File: src/rtl/risc_datapath.sv
// VeriRISC execution datapath: phase counter, PC, IR, accumulator, ALU and
// memory address mux, sequenced by the controller's per-phase strobes.
module risc_datapath #(
    parameter int DWIDTH = 8,
    parameter int AWIDTH = 5
) (
    input  logic              clk,
    input  logic              rst,
    input  logic              sel,
    input  logic              rd,
    input  logic              ld_ir,
    input  logic              halt,
    input  logic              inc_pc,
    input  logic              ld_ac,
    input  logic              ld_pc,
    input  logic              wr,
    input  logic              data_e,
    input  logic [DWIDTH-1:0] mem_rdata,
    output logic [2:0]        opcode,
    output logic [2:0]        phase,
    output logic              zero,
    output logic [AWIDTH-1:0] mem_addr,
    output logic              mem_rd,
    output logic              mem_wr,
    output logic [DWIDTH-1:0] mem_wdata,
    output logic              halted
);

    typedef enum logic [2:0] {
        OP_HLT = 3'd0,
        OP_SKZ = 3'd1,
        OP_ADD = 3'd2,
        OP_AND = 3'd3,
        OP_XOR = 3'd4,
        OP_LDA = 3'd5,
        OP_STO = 3'd6,
        OP_JMP = 3'd7
    } opcode_e;

    logic [2:0]        phase_q;
    logic [AWIDTH-1:0] pc_q;
    logic [DWIDTH-1:0] ir_q;
    logic [DWIDTH-1:0] ac_q;
    logic [DWIDTH-1:0] alu_res;
    logic              halted_q;
    logic              run;

    // Non-ALU opcodes leave the accumulator untouched.
    function automatic logic [DWIDTH-1:0] alu(input logic [2:0]        op,
                                              input logic [DWIDTH-1:0] acc,
                                              input logic [DWIDTH-1:0] data);
        logic [DWIDTH-1:0] res;
        case (opcode_e'(op))
            OP_ADD:  res = acc + data;
            OP_AND:  res = acc & data;
            OP_XOR:  res = acc ^ data;
            OP_LDA:  res = data;
            default: res = acc;
        endcase
        return res;
    endfunction

    assign run     = ~halted_q;
    assign alu_res = alu(ir_q[DWIDTH-1 -: 3], ac_q, mem_rdata);

    // Phase stays parked on the halt edge so the frozen state reads back as phase 4.
    always_ff @(posedge clk or posedge rst) begin
        if (rst) begin
            phase_q  <= 3'd0;
            halted_q <= 1'b0;
        end else if (run) begin
            if (halt) begin
                halted_q <= 1'b1;
            end else begin
                phase_q <= phase_q + 3'd1;
            end
        end
    end

    always_ff @(posedge clk or posedge rst) begin
        if (rst) begin
            ir_q <= '0;
        end else if (run && ld_ir) begin
            ir_q <= mem_rdata;
        end
    end

    // A jump wins over the increment when both strobes are present.
    always_ff @(posedge clk or posedge rst) begin
        if (rst) begin
            pc_q <= '0;
        end else if (run) begin
            if (ld_pc) begin
                pc_q <= ir_q[AWIDTH-1:0];
            end else if (inc_pc) begin
                pc_q <= pc_q + AWIDTH'(1);
            end
        end
    end

    always_ff @(posedge clk or posedge rst) begin
        if (rst) begin
            ac_q <= '0;
        end else if (run && ld_ac) begin
            ac_q <= alu_res;
        end
    end

    assign opcode    = ir_q[DWIDTH-1 -: 3];
    assign phase     = phase_q;
    assign zero      = (ac_q == '0);
    assign mem_addr  = sel ? pc_q : ir_q[AWIDTH-1:0];
    assign mem_rd    = rd;
    assign mem_wr    = wr & ~halted_q;
    assign mem_wdata = data_e ? ac_q : '0;
    assign halted    = halted_q;

endmodule

File: config.mk
export PLATFORM = sky130hd
export DESIGN_NAME = risc_datapath
export DESIGN_NICKNAME = d
export VERILOG_FILES = /design/src/rtl/risc_datapath.sv
export SDC_FILE = /design/constraint.sdc
export NUM_CORES = 1
export LEC_CHECK = 0
export ABC_AREA = 1
export CAP_MARGIN = 25
export CELL_PAD_IN_SITES_DETAIL_PLACEMENT = 0
export CELL_PAD_IN_SITES_GLOBAL_PLACEMENT = 2
export CORE_AREA = 5 5 102 85
export DETAILED_ROUTE_END_ITERATION = 7
export DIE_AREA = 0 0 107 90
export PLACE_DENSITY = 0.82
export SKIP_CTS_REPAIR_TIMING = 1
export SLEW_MARGIN = 15
export SYNTH_ARGS = -nofsm -noshare
export SYNTH_HDL_FRONTEND = slang
export SYNTH_SLANG_ARGS = --single-unit
export TNS_END_PERCENT = 30
File: constraint.sdc
create_clock -name clk -period 1.8 [get_ports clk]
set_input_delay 0.36 -clock clk [delete_from_list [all_inputs] [get_ports clk]]
set_output_delay 0.36 -clock clk [all_outputs]
set_load 0.005 [all_outputs]
==> run summary <==
WP buf/inv: 3
Vias: 1,779
Ys async rst share: 100%
Syn Std Cell Area: 1840 um^2
Register area: 628 um^2
Syn Nets: 290
Diode count: 0
Slew @ Worst Pin: 391 ps
Root buffer selected by CTS: clkbuf_8
Worst-case reg-to-reg path depth: 12
Sw frac: 31.1%
Part of the power in combinational logic: 30.3%
DRC: 0
Final setup vio count: 0
# port buffers: 39
Number of iterations in the first detailed-routing pass: 4
Routability congestion estimate from global placement: 0.793
EDFF count, synth: 0
Crit path launch type: register
Slew margin rel.: 73.9%
Top cell type's share of synthesized area: 34.0%
Die height: 90 um
HP Class: primary input to asynchronous set/reset pin
Total global-route track usage: 11.4%
CTS buffer count: 3
Crit-path cells: buf_4 -> nand2_1 -> inv_1 -> clkdlybuf4s50_1
Largest stage delay on the critical path: 490 ps
Int Pwr: 0.000988 W
Sequential element share of the synthesized area: 34.0%
Most frequent cell after synthesis: nand2_1
Die extent in x: 107 um
Area post-placement: 2480 um^2
RSZ-0062 raised after global routing: true
Clk_skew: 6.49 ps
Pwr Density: 549 nW/um^2
Inst Count DP: 406
Max layer used: met4
Synth Register Bits: 25
Mapped Cells: 260
Filler-free cell count of the finished design: 414
Final worst path period need: 1750 ps
Vias per cell: 4.30
Worst-Skew Late Latency: 270 ps
Row count: 29
Met3 WL post-DR: 267 um
Initial Utilization: 24.2%
# IOs: 42
Post-synth top flop: dfrtp_1
WP data required: 1440 ps
Netlist cell types: 31
Reg clk slew, reported paths: 90 ps
Top delay family on crit path: buffers and inverters
Critical path type: register to output port
Commonest cells in the netlist: 72 x nand2_1, 40 x inv_1, 25 x dfrtp_1
Area Growth Syn to Fin: 41.8%
Leak: 1.48 nW
Clock power frac: 24.0%
H-tree depth: 1
Cell taking the most area after synthesis: dfrtp_1
Status: completed
Initial DRC count: 89
Final Hold Viols: 0
Multi-input logic area: 1010 um^2
Global-route wire length before repair: 8870 um
Worst Path Arrival: 1390 ps
Met2 wire len: 2140 um
Final instance area: 2610 um^2
Syn_area_per_cell: 7.08 um^2
Max IR drop VDD: 0.281 mV
Share of layout cells above drive strength 1: 16.8%
Gr ovfl total: 0
Max Cap Violations: 0
Fin. max-slew vios: 0
Sw Pwr: 0.000446 W
Design Power: 0.00143 W
Met1 WL: 2700 um
Total wire length: 5190 um
Peak Freq: 0.570 GHz
Slowest library cell on the worst path: clkdlybuf4s50_1
Final HPWL DP: 4230 um
Nets: 352
Tcrit/Tclk final: 97.5%
Type of element capturing the critical path: output port
Routed Antenna Nets: 0
Yosys warning total: 0
Fillers: 821
CTS tree: built
Crit path depth: 4
Synth top area cells: dfrtp_1 34%, nand2_1 15%, inv_1 8.2%
Initial antenna violation count: 0
Critical path peak fanout: 3
Hold Slack: 362 ps
Clk sinks: 25
Pin count of the biggest net entering global routing: 18
Clock buffer depth: 2
Die area: 9630 um^2
Drt wl/cell: 12.5 um
Seq pwr share: 45.7%
Vias in the first global route: 1,753
Core area: 7620 um^2
## layer usage
| metal | global-route usage [%] | up-vias |
|---|---|---|
| met5 | 0 | - |
| met1 | 17.5 | 790 |
| met4 | 2.77 | 0 |
| met2 | 16.1 | 46 |
| li1 | - | 935 |
| met3 | 2.29 | 8 |
## registers in the layout, indices dropped and copies added (netlist names)
name / cells
ac_q: 8
ir_q: 8
halted: 1
pc_q: 5
phase: 3
## kinds of logic (layout without fill, tap and decap cells)
logic type                 count (synthesis)  after routing  share of synthesized area, %
xor gates and xnor gates                   7              7                          3.33
AOI/OAI and AO/OA                         40             40                          11.8
adders and majority gates                 11             11                          7.88
buffers and inverters                     54            115                          12.3
and+or+nand+nor                          122            122                          30.2
DFF                                       25             25                          34.0
muxes                                      1              1                         0.611
## cell type report
class | count | area share, %
multi-input cells | 181 | 38.6
repair buffers | 65 | 24.2
flip-flops and latches | 25 | 24.0
inverters | 46 | 6.90
well taps | 93 | 4.45
clock buffers | 4 | 1.72
## power by group through the flow
stage	combinational, W	sequential [W]	clock [W]
3_3_place_gp	0.000424	0.000664	0
5_1_grt	0.000491	0.000665	0.000381
3_5_place_dp	0.000426	0.000667	0
4_1_cts	0.000430	0.000655	0.000359
6_report	0.000434	0.000655	0.000345
2_1_floorplan	0.000235	0.000656	0
## cell usage in the layout, fill, tap and decap left out, types with 2 or more instances in the layout
cell type and n:
nand2_1 70, inv_1 39, clkdlybuf4s50_1 28, dfrtp_1 23, buf_4 23, nor2_1 20
o21ai_0 16, nand3_1 15, a21oi_1 13, dlymetal6s2s_1 11, ha_1 10, xor2_1 6
o21ai_1 5, inv_2 4, nand2_4 4, inv_4 3, o211ai_1 3, clkbuf_8 3
nand2_2 2, nor2_4 2, nor4_2 2, o21ai_2 2, dfrtp_2 2, buf_6 2
## worst paths after layout
check                      slack (ps)           end    startpoint
max in group asynchronous        1000       ac_q[6]           rst
min                               360      phase[2]           rst
min in group clk                  430       ir_q[0]  mem_rdata[0]
max                                50  mem_wdata[7]       ac_q[7]
max reg2reg                        60       ac_q[4]       ac_q[0]
min reg2reg                       480      phase[2]      phase[2]
## metrics by stage
step	worst slack, ps	TNS, ps	utilization, %
after detailed placement	-488	-4490	32.5
after floorplan	118	0	-
final	45.3	0	34.3
after global routing	-93.1	-169	34.3
after CTS	-317	-3390	33.1
after global placement	-450	-4380	32.5
Power figures use the tool's default switching activity.
